$ cat config.mk
export PLATFORM = sky130hd
export DESIGN_NAME = pipe_hazard_ctrl
export DESIGN_NICKNAME = d
export VERILOG_FILES = /design/src/rtl/pipe_hazard_ctrl.sv
export SDC_FILE = /design/constraint.sdc
export NUM_CORES = 1
export LEC_CHECK = 0
export CAP_MARGIN = 20
export CORE_ASPECT_RATIO = 2
export CORE_MARGIN = 3
export CORE_UTILIZATION = 40
export DETAILED_ROUTE_END_ITERATION = 7
export HOLD_SLACK_MARGIN = 0.12
export PLACE_DENSITY_LB_ADDON = 0.1
export SETUP_SLACK_MARGIN = 0.02
export SLEW_MARGIN = 20
export SYNTH_ARGS = -nofsm -noshare
export SYNTH_HDL_FRONTEND = slang
export SYNTH_SLANG_ARGS = --single-unit
export TNS_END_PERCENT = 100
$ cat constraint.sdc
create_clock -name clk -period 2.9 [get_ports clk]
set_input_delay 0.58 -clock clk [delete_from_list [all_inputs] [get_ports clk]]
set_output_delay 0.58 -clock clk [all_outputs]
set_load 0.01 [all_outputs]
$ cat src/rtl/pipe_hazard_ctrl.sv
// ---------------------------------------------------------------------------
// pipe_hazard_ctrl
//
// Control-sideband pipeline for the ID/EX, EX/MEM and MEM/WB stage registers
// of the 5-stage core. It carries register addresses, write enables and
// opcodes down the pipe and feeds the EX/MEM/WB-side inputs of the
// forwarding unit. It also:
//   - detects the load-use hazard that forwarding cannot resolve,
//   - squashes the instruction in ID on a taken branch, and
//   - keeps saturating stall and flush counters for performance debug.
//
// Parameters:
//   RSIZE  register-address width
//   OPW    opcode width
//   CW     event-counter width
//
// Ports:
//   clk                      clock, rising-edge active
//   rst_n                    asynchronous active-low reset
//   ID_Valid                 IF/ID holds a real instruction
//   ID_RAddr1/ID_RAddr2      source registers of the ID instruction
//   ID_WAddr                 destination register of the ID instruction
//   ID_RFWen                 ID instruction writes the register file
//   ID_opCode                ID opcode
//   BranchTaken              branch in EX resolved taken (combinational)
//   RAddr1/RAddr2            EX-stage source registers
//   EX_WAddr/EX_RFWen/EX_opCode              EX-stage sideband
//   MEM_RAddr2/MEM_WAddr/MEM_RFWen/MEM_opCode MEM-stage sideband
//   WB_WAddr/WB_RFWen        WB-stage sideband
//   Stall                    hold PC and IF/ID this cycle (combinational)
//   IF_Flush                 clear IF/ID at this edge (combinational)
//   StallCnt/FlushCnt        saturating event counters
// ---------------------------------------------------------------------------
module pipe_hazard_ctrl #(
    parameter int unsigned RSIZE = 4,
    parameter int unsigned OPW   = 4,
    parameter int unsigned CW    = 16
) (
    input  logic             clk,
    input  logic             rst_n,

    input  logic             ID_Valid,
    input  logic [RSIZE-1:0] ID_RAddr1,
    input  logic [RSIZE-1:0] ID_RAddr2,
    input  logic [RSIZE-1:0] ID_WAddr,
    input  logic             ID_RFWen,
    input  logic [OPW-1:0]   ID_opCode,
    input  logic             BranchTaken,

    output logic [RSIZE-1:0] RAddr1,
    output logic [RSIZE-1:0] RAddr2,
    output logic [RSIZE-1:0] EX_WAddr,
    output logic             EX_RFWen,
    output logic [OPW-1:0]   EX_opCode,

    output logic [RSIZE-1:0] MEM_RAddr2,
    output logic [RSIZE-1:0] MEM_WAddr,
    output logic             MEM_RFWen,
    output logic [OPW-1:0]   MEM_opCode,

    output logic [RSIZE-1:0] WB_WAddr,
    output logic             WB_RFWen,

    output logic             Stall,
    output logic             IF_Flush,
    output logic [CW-1:0]    StallCnt,
    output logic [CW-1:0]    FlushCnt
);

    localparam logic [OPW-1:0] OP_LW = OPW'(8);
    localparam logic [OPW-1:0] OP_SW = OPW'(9);

    // ------------------------------------------------------------------
    // Stage registers
    // ------------------------------------------------------------------
    logic [RSIZE-1:0] ex_raddr1_q,  ex_raddr1_d;
    logic [RSIZE-1:0] ex_raddr2_q,  ex_raddr2_d;
    logic [RSIZE-1:0] ex_waddr_q,   ex_waddr_d;
    logic             ex_rfwen_q,   ex_rfwen_d;
    logic [OPW-1:0]   ex_op_q,      ex_op_d;

    logic [RSIZE-1:0] mem_raddr2_q, mem_raddr2_d;
    logic [RSIZE-1:0] mem_waddr_q,  mem_waddr_d;
    logic             mem_rfwen_q,  mem_rfwen_d;
    logic [OPW-1:0]   mem_op_q,     mem_op_d;

    logic [RSIZE-1:0] wb_waddr_q,   wb_waddr_d;
    logic             wb_rfwen_q,   wb_rfwen_d;

    logic [CW-1:0]    stall_cnt_q,  stall_cnt_d;
    logic [CW-1:0]    flush_cnt_q,  flush_cnt_d;

    // ------------------------------------------------------------------
    // Hazard detection
    // ------------------------------------------------------------------
    logic ex_is_load;
    logic match_rs1;
    logic match_rs2;
    logic load_use;
    logic stall;
    logic ex_bubble;

    always_comb begin
        // A load to r0 never produces a value anyone waits on.
        ex_is_load = (ex_op_q == OP_LW) && ex_rfwen_q && (ex_waddr_q != '0);
        match_rs1  = (ex_waddr_q == ID_RAddr1);
        // RAddr2 of a store is the data register; WB->MEM forwarding
        // covers it, so only the base register can force a stall.
        match_rs2  = (ex_waddr_q == ID_RAddr2) && (ID_opCode != OP_SW);
        load_use   = ID_Valid && ex_is_load && (match_rs1 || match_rs2);
        // A taken branch squashes the dependent instruction anyway.
        stall      = load_use && !BranchTaken;
        ex_bubble  = stall || BranchTaken || !ID_Valid;
    end

    // ------------------------------------------------------------------
    // Next-state: stage registers
    // ------------------------------------------------------------------
    always_comb begin
        ex_raddr1_d = '0;
        ex_raddr2_d = '0;
        ex_waddr_d  = '0;
        ex_rfwen_d  = 1'b0;
        ex_op_d     = '0;
        if (!ex_bubble) begin
            ex_raddr1_d = ID_RAddr1;
            ex_raddr2_d = ID_RAddr2;
            ex_waddr_d  = ID_WAddr;
            ex_rfwen_d  = ID_RFWen;
            ex_op_d     = ID_opCode;
        end
    end

    // Downstream stages never hold: a stall only inserts a bubble in EX.
    always_comb begin
        mem_raddr2_d = ex_raddr2_q;
        mem_waddr_d  = ex_waddr_q;
        mem_rfwen_d  = ex_rfwen_q;
        mem_op_d     = ex_op_q;
        wb_waddr_d   = mem_waddr_q;
        wb_rfwen_d   = mem_rfwen_q;
    end

    // ------------------------------------------------------------------
    // Next-state: saturating event counters
    // ------------------------------------------------------------------
    always_comb begin
        stall_cnt_d = stall_cnt_q;
        flush_cnt_d = flush_cnt_q;
        if (stall && (stall_cnt_q != '1)) begin
            stall_cnt_d = stall_cnt_q + CW'(1);
        end
        if (BranchTaken && (flush_cnt_q != '1)) begin
            flush_cnt_d = flush_cnt_q + CW'(1);
        end
    end

    // ------------------------------------------------------------------
    // State registers
    // ------------------------------------------------------------------
    always_ff @(posedge clk or negedge rst_n) begin
        if (!rst_n) begin
            ex_raddr1_q  <= '0;
            ex_raddr2_q  <= '0;
            ex_waddr_q   <= '0;
            ex_rfwen_q   <= 1'b0;
            ex_op_q      <= '0;
            mem_raddr2_q <= '0;
            mem_waddr_q  <= '0;
            mem_rfwen_q  <= 1'b0;
            mem_op_q     <= '0;
            wb_waddr_q   <= '0;
            wb_rfwen_q   <= 1'b0;
            stall_cnt_q  <= '0;
            flush_cnt_q  <= '0;
        end else begin
            ex_raddr1_q  <= ex_raddr1_d;
            ex_raddr2_q  <= ex_raddr2_d;
            ex_waddr_q   <= ex_waddr_d;
            ex_rfwen_q   <= ex_rfwen_d;
            ex_op_q      <= ex_op_d;
            mem_raddr2_q <= mem_raddr2_d;
            mem_waddr_q  <= mem_waddr_d;
            mem_rfwen_q  <= mem_rfwen_d;
            mem_op_q     <= mem_op_d;
            wb_waddr_q   <= wb_waddr_d;
            wb_rfwen_q   <= wb_rfwen_d;
            stall_cnt_q  <= stall_cnt_d;
            flush_cnt_q  <= flush_cnt_d;
        end
    end

    // ------------------------------------------------------------------
    // Outputs
    // ------------------------------------------------------------------
    always_comb begin
        RAddr1     = ex_raddr1_q;
        RAddr2     = ex_raddr2_q;
        EX_WAddr   = ex_waddr_q;
        EX_RFWen   = ex_rfwen_q;
        EX_opCode  = ex_op_q;
        MEM_RAddr2 = mem_raddr2_q;
        MEM_WAddr  = mem_waddr_q;
        MEM_RFWen  = mem_rfwen_q;
        MEM_opCode = mem_op_q;
        WB_WAddr   = wb_waddr_q;
        WB_RFWen   = wb_rfwen_q;
        Stall      = stall;
        IF_Flush   = BranchTaken;
        StallCnt   = stall_cnt_q;
        FlushCnt   = flush_cnt_q;
    end

endmodule

==> summary.txt <==
Run status
  • Status: finished clean

Clock network
  • Total CTS buffers: 9
  • Clk_lat worst skew: 330 ps
  • H-tree Lvls: 3
  • Root buf cell: clkbuf_16
  • TritonCTS clock tree: yes
  • CTS sink count: 67
  • Number of post-CTS setup repair buffers: 0
  • CTS hold repair buffers: 0
  • Clock-pin slew on the worst setup and hold paths: 50 ps
  • Clock buffer depth: 2

Global route
  • First-pass GRT wire length: 9890 um
  • Grt ovf: 0
  • Pin count of the biggest net entering global routing: 25
  • Number of global-route vias before repair: 2,044
  • Total GRT Usage: 17.2%
  • Initial antenna violation count: 0

Die
  • Die X: 63.4 um
  • Core Area: 6360 um^2
  • Die height: 121 um
  • Die area: 7670 um^2
  • Initial Utilization: 41.5%
  • Io pins: 90
  • # rows: 41

STA
  • Slew @ Worst Pin: 481 ps
  • Setup Viol. Count Final: 0
  • Max Slew Vio Count: 0
  • Period minus WS final: 2740 ps
  • RSZ-0062 raised after global routing: no
  • Setup TNS: 0 ps
  • Maximum clock frequency: 365 MHz
  • Final Hold Fails: 0
  • Clock skew: 3.99 ps
  • Slew headroom: 67.9%
  • Setup ws final: 157 ps
  • Fin crit share: 94.6%

Worst setup path
  • Crit path launch: ID_RAddr1[0]
  • Crit. End Element: output pin
  • Worst EP required: 2320 ps
  • Reg2reg start: EX_WAddr[0]
  • Critical Path AT: 2160 ps
  • Reg2Reg Depth: 9
  • CP Launch Type: primary input
  • Crit path kind: in2out
  • Max FO, Critical Path: 3

Synth
  • Most used DFF post-synth: dfrtp_1
  • FFs w/ async S/R, synth: 100%
  • Yosys reg bits: 67
  • Syn Inst Count: 209
  • Post-synthesis instance area: 2640 um^2
  • Post-synth cell types: 33
  • Syn. warnings: 0
  • Mean Syn Cell Area: 12.6 um^2
  • Post-synth EDFFs: 0
  • Post-synthesis sequential area ratio: 63.5%
  • Mapped Nets: 232

Power
  • Power Dens Cells: 632 nW/um^2
  • Leakage: 1.79 nW
  • Total power: 2.53 mW
  • Worst vdd rail ir drop: 0.358 mV

Final layout
  • Fin cells: 405
  • Share of layout cells above drive strength 1: 12.5%
  • Antenna diodes: 0
  • FILL cells: 571
  • Area added between synthesis and finish: 51.9%
  • # nets final: 337
  • Final instance area: 4010 um^2

Run
  • # Max-Cap Violations: 0

Place
  • Placed cells: 389
  • Worst slack, placed: -458 ps
  • DP HPWL: 4580 um
  • I/O Buffers: 89
  • Routability cong.: 0.849
  • Post-DP Area: 3680 um^2

Routing
  • DR pass1 iterations: 4
  • Via count: 1,951
  • Vias per inst: 4.82
  • DR iter-0 viols: 77
  • DR WL/cell: 14.7 um
  • Post-route ant nets: 0
  • DRC: 0
  • Drt total wl: 5940 um

Worst hold path
  • Hold Crit Class: in2async
[synth_stat cells, types with 2 or more instances]
cell / number / area share, %
nand2b_1: 2 / 0.47
nor4_1: 7 / 1.7
mux2_2: 4 / 1.7
clkbuf_1: 3 / 0.43
nand2_1: 8 / 1.1
and2_1: 17 / 4.0
xor2_1: 21 / 7.0
buf_4: 2 / 0.57
dfrtp_1: 67 / 64
inv_1: 4 / 0.57
and4_1: 2 / 0.66
nor2_1: 9 / 1.3
xnor2_1: 14 / 4.6
nand4_1: 7 / 1.7
or2_2: 2 / 0.47
and3_1: 3 / 0.71
nand3_1: 15 / 2.8
nor3_1: 6 / 1.1
ha_1: 2 / 0.95
[metal layers]
layer,share of wire [%],track usage (%),routed length (um),vias up
met5,0,0,0,-
met4,2.9,10.3,171,0
met3,5.5,5.10,324,15
met2,56,30.1,3300,71
met1,36,17.7,2140,939
li1,-,-,-,926
[cell families (layout without fill, tap and decap cells)]
logic type | Yosys count | count (layout) | share of synthesized area [%]
fa+ha+maj | 2 | 2 | 0.948
buf+inv | 11 | 121 | 2.18
compound gates | 6 | 6 | 1.94
simple gates | 84 | 84 | 18.1
mux | 4 | 4 | 1.71
xor+xnor | 35 | 35 | 11.6
flops | 67 | 67 | 63.5
[power breakdown]
part,leakage [nW],switching (mW),internal (mW),total (mW)
combinational,0.750,0.133,0.197,0.330
sequential,0.901,0.0659,1.00,1.07
clock,0.141,0.386,0.751,1.14
total,1.79,0.584,1.95,2.53
[repair_timing]
item                                    in CTS  in global routing
gates resized for setup                      7                  1
pin swaps                                    1                  0
endpoints found under the setup margin       1                  4
[cell type report]
cell class | count | area (um^2) | area share [%]
Clock inverter | 6 | 90.1 | 2.25
Tap cell | 86 | 108 | 2.68
Sequential cell | 67 | 1680 | 41.8
Multi-Input combinational cell | 131 | 921 | 23.0
Timing Repair Buffer | 101 | 971 | 24.2
Clock buffer | 10 | 229 | 5.71
Inverter | 4 | 15.0 | 0.374
[critical path: stages]
cell	delay, ps
clkdlybuf4s50_1	430
xor2_1	160
nor4_2	300
buf_4	150
a31oi_1	50
or2_4	270
nor2_2	90
buf_2	140
[registers in the layout (all words and copies together), names as in the netlist]
signal      count
MEM_WAddr       4
RAddr2          4
MEM_RFWen       1
EX_opCode       4
WB_RFWen        1
StallCnt       16
EX_RFWen        1
RAddr1          4
WB_WAddr        4
FlushCnt       16
MEM_opCode      4
MEM_RAddr2      4
EX_WAddr        4
[final timing paths]
path,to,slack (ps)
worst max-delay path,Stall,160
worst min-delay path,RAddr1[2],200
worst max register to register,StallCnt[5],460
worst min register to register,WB_WAddr[3],370
max in group asynchronous,FlushCnt[9],2040
min in group clk,WB_WAddr[3],370
[placed cells by master (no fill, tap or decap), types with 8 or more instances in the layout]
master and n:
nor2_1 8, nand2_1 8, clkbuf_16 9, dfrtp_1 67, buf_4 12, xor2_1 21, and2_1 17, clkdlybuf4s50_1 87
xnor2_1 14, nand3_1 15
[metrics by stage]
| step | hold WS (ps) | utilization, % |
|---|---|---|
| after floorplan | 284 | - |
| after global placement | 358 | 57.9 |
| after detailed placement | 364 | 57.9 |
| after CTS | 199 | 63.0 |
| after global routing | 226 | 63.0 |
| final | 196 | 63.0 |
(Power assumes the default switching activity.)
==> patch 1 (same flow settings) <==
Set the parameter `RSIZE` to 8 (it was 4).
--- a/src/rtl/pipe_hazard_ctrl.sv
+++ b/src/rtl/pipe_hazard_ctrl.sv
@@ -33,5 +33,5 @@
 // ---------------------------------------------------------------------------
 module pipe_hazard_ctrl #(
-    parameter int unsigned RSIZE = 4,
+    parameter int unsigned RSIZE = 8,
     parameter int unsigned OPW   = 4,
     parameter int unsigned CW    = 16
Interface: changed (9 resized); port bits go from 90 to 126. The function was not compared with the original's and may differ.
==> patch 1 against the unedited design <==
Synthesized area rose by 32%. Setup slack better by 0.023 ns. Clock power is 8% lower. Sequential cell count is 24 higher. Sequential power up 34%. Global-route usage decreased by 0.10 points. Via count is 24% higher. Total power rose by 15%. Clock skew increased by 0.0037 ns. Wire length is 32% higher. Cell area is 28% higher. Critical path type unchanged. Highest routed layer unchanged.
==> patch 1: results (changes against the unedited design) <==
stage;metric;value;unit;change
outcome;status;complete, no violations;;
synth;synthTopCellsByCount;91 x dfrtp_1, 29 x and2_1, 27 x xnor2_1;;
power_and_ir_drop;leakagePower;2.289;nW;+28%
placed_design;dp_hpwl;6181;microns;+35%
synth;yosysSeqAreaShare;65.12;%;+1.6 points
global_routing;grt_pass1_vias;2589;;+27%
drt;dr.first_iter.drc_count;103;;+34%
power_and_ir_drop;ir_worst_vdd;0.3577;mV;about the same
synth;synth_area_leaders;dfrtp_1 65%, xnor2_1 6.8%, and2_1 5.2%;;
global_routing;grt_max_degree;54;;+120%
placed_design;placed_area;0.004868;sq mm;+32%
placed_design;gp_congestion;0.7607;;-10%
clock_network;cts_root_buf;clkbuf_16;;
clock_network;clk_latency;0.34;ns;
global_routing;grt_pass1_wl;12990;microns;+31%
cells_and_area;nets;432;;+28%
cells_and_area;fin_cells;500;;+23%
clock_network;clockBufferDepth;2;;unchanged
sta;finalClockSkew;0.007651;ns;+0.003666 ns
power_and_ir_drop;p_int;2.183;mW;+12%
clock_network;htree_levels;3;;unchanged
global_routing;grt_use_total;17.12;%;-0.10 points
placed_design;port-buffer-count;125;;+40%
synth;synthDistinctLibCells;36;;+9.1%
drt;dr_total_vias;2418;;+24%
sta;worst_slew_pin_slew;0.6588;ns;+0.1778 ns
drt;drt_wl_total;7836;microns;+32%
cells_and_area;antennaDiodeCount;0;;unchanged
synth;netlist_instances;262;;+25%
placed_design;dp_slack;-0.08500;ns;+0.3735 ns
critical_path;worstPathMaxFanout;2;;-1
synth;syn-num-nets;297;;+28%
cells_and_area;layout-drive-gt1-share;8.458;%;-4.1 points
placed_design;dp_cells;484;;+24%
[patch 1: cell types whose count changed after synthesis, moves of 3 or more]
cell and change:
xnor2_1 +13, nor2_1 +3, nand2_1 +3, nor4_1 -4
xor2_1 -4, and2_1 +12, dfrtp_1 +24
[patch 1: layout make-up]
class / count / area, sq um
clock buffers: 10 / 229.0
flip-flops and latches: 91 / 2277
well taps: 98 / 122.6
clock inverters: 6 / 42.54
inverters: 6 / 22.52
fillers: 715 / 3263
multi-input cells: 159 / 1155
repair buffers: 130 / 1297
[patch 1: critical path: stages]
cell	delay [ns]
clkdlybuf4s50_1	0.51
xnor2_2	0.13
nand4_1	0.18
nor4_4	0.31
o211ai_4	0.11
inv_1	0.06
dlygate4sd2_1	0.26
[patch 1: path summary, 6_finish.rpt]
check	startpoint	slack, ns	cells after the start	endpoint
max in group asynchronous	rst_n	1.97	2	FlushCnt[15]
min in group clk	MEM_RFWen	0.37	0	WB_RFWen
max	ID_RAddr2[6]	0.18	7	Stall
max reg2reg	EX_WAddr[6]	0.75	7	StallCnt[1]
min reg2reg	MEM_RFWen	0.37	0	WB_RFWen
min	rst_n	0.27	1	StallCnt[8]
[patch 1: timing repair]
action / CTS / global route
hold buffers: 0 / 0
endpoints found under the hold margin: 0 / 0
endpoints found under the setup margin: 1 / 0
resized for setup: 2 / 0
buffers inserted: 0 / 0
[patch 1: routing by layer]
| layer | routed length [microns] | GRT usage [%] | part of all wire, % | up-vias |
|---|---|---|---|---|
| met3 | 464 | 4.942 | 5.9 | 10 |
| met1 | 2611 | 18.00 | 33 | 1188 |
| met5 | 0 | 0 | 0 | - |
| met2 | 4619 | 30.83 | 59 | 72 |
| met4 | 140 | 6.838 | 1.8 | 0 |
| li1 | - | - | - | 1148 |
[patch 1: cell families (layout without fill, tap and decap cells)]
group,count (synthesis),in the layout,synth area share [%]
AO/OA/AOI/OAI,9,9,2.540
XOR/XNOR,44,44,11.02
adder cells (fa/ha/maj),2,2,0.7154
buffers and inverters,12,152,2.075
flip-flops,91,91,65.12
multiplexers,3,3,0.9302
AND/OR/NAND/NOR,101,101,17.60
[patch 1: power by group through the flow]
| stage | clock network, mW | registers (mW) | logic, mW |
|---|---|---|---|
| finish | 1.05 | 1.43 | 0.417 |
| global placement | 0 | 1.46 | 0.419 |
| CTS | 1.09 | 1.44 | 0.428 |
| detailed placement | 0 | 1.46 | 0.426 |
| global route | 1.14 | 1.45 | 0.456 |
| floorplan | 0 | 1.49 | 0.119 |
==> patch 2 (same flow settings) <==
Made on the original files. Take the reset off `ex_waddr_q` and load it in a clocked block of its own.
--- a/src/rtl/pipe_hazard_ctrl.sv
+++ b/src/rtl/pipe_hazard_ctrl.sv
@@ -163,5 +163,4 @@
             ex_raddr1_q  <= '0;
             ex_raddr2_q  <= '0;
-            ex_waddr_q   <= '0;
             ex_rfwen_q   <= 1'b0;
             ex_op_q      <= '0;
@@ -177,5 +176,4 @@
             ex_raddr1_q  <= ex_raddr1_d;
             ex_raddr2_q  <= ex_raddr2_d;
-            ex_waddr_q   <= ex_waddr_d;
             ex_rfwen_q   <= ex_rfwen_d;
             ex_op_q      <= ex_op_d;
@@ -189,4 +187,8 @@
             flush_cnt_q  <= flush_cnt_d;
         end
+    end
+
+    always_ff @(posedge clk) begin
+        ex_waddr_q <= ex_waddr_d;
     end
 
Formal check against the unedited RTL: not equivalent (Yosys sat finds a counterexample within 4 cycles, from zero or initial values and one cycle with rst_n low).
==> patch 2 against the unedited design <==
Total power is 8.0% lower. Setup slack better by 0.012 ns. Wire length is 2.6% higher. Sequential cell count stayed put. Via count is 0.77% lower. Synthesized area is 0.81% lower. First-iteration DRC count is 6.5% higher. Cell area is 2.8% lower.
==> patch 2: results (changes against the unedited design) <==
stage;metric;value;unit;change
worst_hold_path;min_path_type;reg2reg;;
placed_design;dp_slack;-0.2260;ns;+0.2325 ns
cells_and_area;fillers;536;;-6.1%
power_and_ir_drop;leakagePower;1.743;nW;-2.7%
placed_design;dp_hpwl;4517;microns;-1.4%
cells_and_area;clkbuf_count;10;;unchanged
cells_and_area;multi_input_area_share;23.28;%;+0.32 points
cells_and_area;layout-drive-gt1-share;11.08;%;-1.5 points
drt;viasPerCell;4.816;;about the same
cells_and_area;inverters;4;;unchanged
cells_and_area;syn_to_final_growth;48.78;%;
synth;async_reset_ff_share;94.03;%;-6.0 points
clock_network;clockBufferDepth;2;;unchanged
drt;drt_wl_total;6094;microns;+2.6%
cells_and_area;nets;334;;-0.89%
critical_path;worstPathArrival;2.15;ns;
cells_and_area;antennaDiodeCount;0;;unchanged
outcome;status;complete, no violations;;
cells_and_area;ff_latch_area;0.001657;sq mm;-1.2%
cells_and_area;seq_cells;67;;unchanged
synth;synthTopCellsByCount;63 x dfrtp_1, 21 x xor2_1, 17 x and2_1;;
sta;worst_slew_pin_slew;0.7773;ns;+0.2963 ns
drt;dr.first_iter.drc_count;82;;+6.5%
critical_path;worstPathMaxFanout;2;;-1
cells_and_area;layout.nonclk_buf_share;24.34;%;+0.13 points
power_and_ir_drop;power_frac_clock;40.3;%;-4.6 points
cells_and_area;buffers;98;;-3.0%
power_and_ir_drop;p_seq_share;45.8;%;+3.7 points
power_and_ir_drop;pg_clk;0.941;mW;-17%
clock_network;cts_root_buf;clkbuf_16;;
placed_design;gp_congestion;0.8237;;-3.0%
power_and_ir_drop;ir_worst_vdd;0.3658;mV;+2.2%
cells_and_area;clock_area_share;6.712;%;-1.2 points
global_routing;grt_use_total;17.53;%;+0.31 points
drt;dr_total_vias;1936;;-0.77%
sta;finalClockSkew;0.004218;ns;+0.0002323 ns
synth;synth_mux_area_share;2.150;%;+0.44 points
global_routing;grt_pass1_vias;2050;;+0.29%
synth;syn_area_per_cell;12.53;sq um;-0.81%
critical_path;crit_family;simple AND/OR/NAND/NOR gates;;
cells_and_area;multi_input_gates;131;;unchanged
clock_network;cts_resized;1;;-6
power_and_ir_drop;p_sw_share;24.31;%;+1.2 points
placed_design;placed_area;0.003640;sq mm;-1.1%
synth;yosys.area_share.adder;0.9556;%;+0.0077 points
global_routing;grt_pass1_wl;10130;microns;+2.4%
synth;synth_compound_area_share;1.672;%;-0.27 points
global_routing;grt_max_degree;64;;+160%
synth;yosysSeqAreaShare;63.26;%;-0.25 points
synth;synth-xor-area-share;11.71;%;+0.094 points
drt;dr.pass1.iters;4;;unchanged
synth;synth_area_leaders;dfrtp_1 60%, xor2_1 7.0%, xnor2_1 4.7%;;
sta;slew_violations;0;;unchanged
clock_network;post_cts_buffers;0;;unchanged
critical_path;worst_path_largest_cell_delay;0.47;ns;+0.04 ns
placed_design;dp_cells;386;;-0.77%
patch 2: routing by layer:
metal,vias up,global-route usage (%),share of wire [%]
li1,918,-,-
met1,943,18.62,35
met2,69,31.11,56
met3,6,6.134,7.5
met4,0,7.172,1.0
met5,-,0,0
patch 2: path summary, 6_finish.rpt:
path                               from            end  slack, ns  cells after the start
setup / recovery           ID_opCode[2]          Stall       0.17                      7
hold / removal                RAddr2[1]  MEM_RAddr2[1]       0.37                      0
setup reg to reg           EX_opCode[2]    StallCnt[5]       0.55                      8
min in group asynchronous         rst_n    StallCnt[0]       0.42                      2
hold reg to reg               RAddr2[1]  MEM_RAddr2[1]       0.37                      0
max in group asynchronous         rst_n   FlushCnt[11]       1.96                      2
patch 2: worst register-to-register path, delay by kind of cell, from the launching register on:
kind / cells / cell delay, ns
buf+inv: 2 / 0.36
simple gates: 4 / 1.19
compound gates: 1 / 0.13
flops: 1 / 0.41
xor+xnor: 1 / 0.18
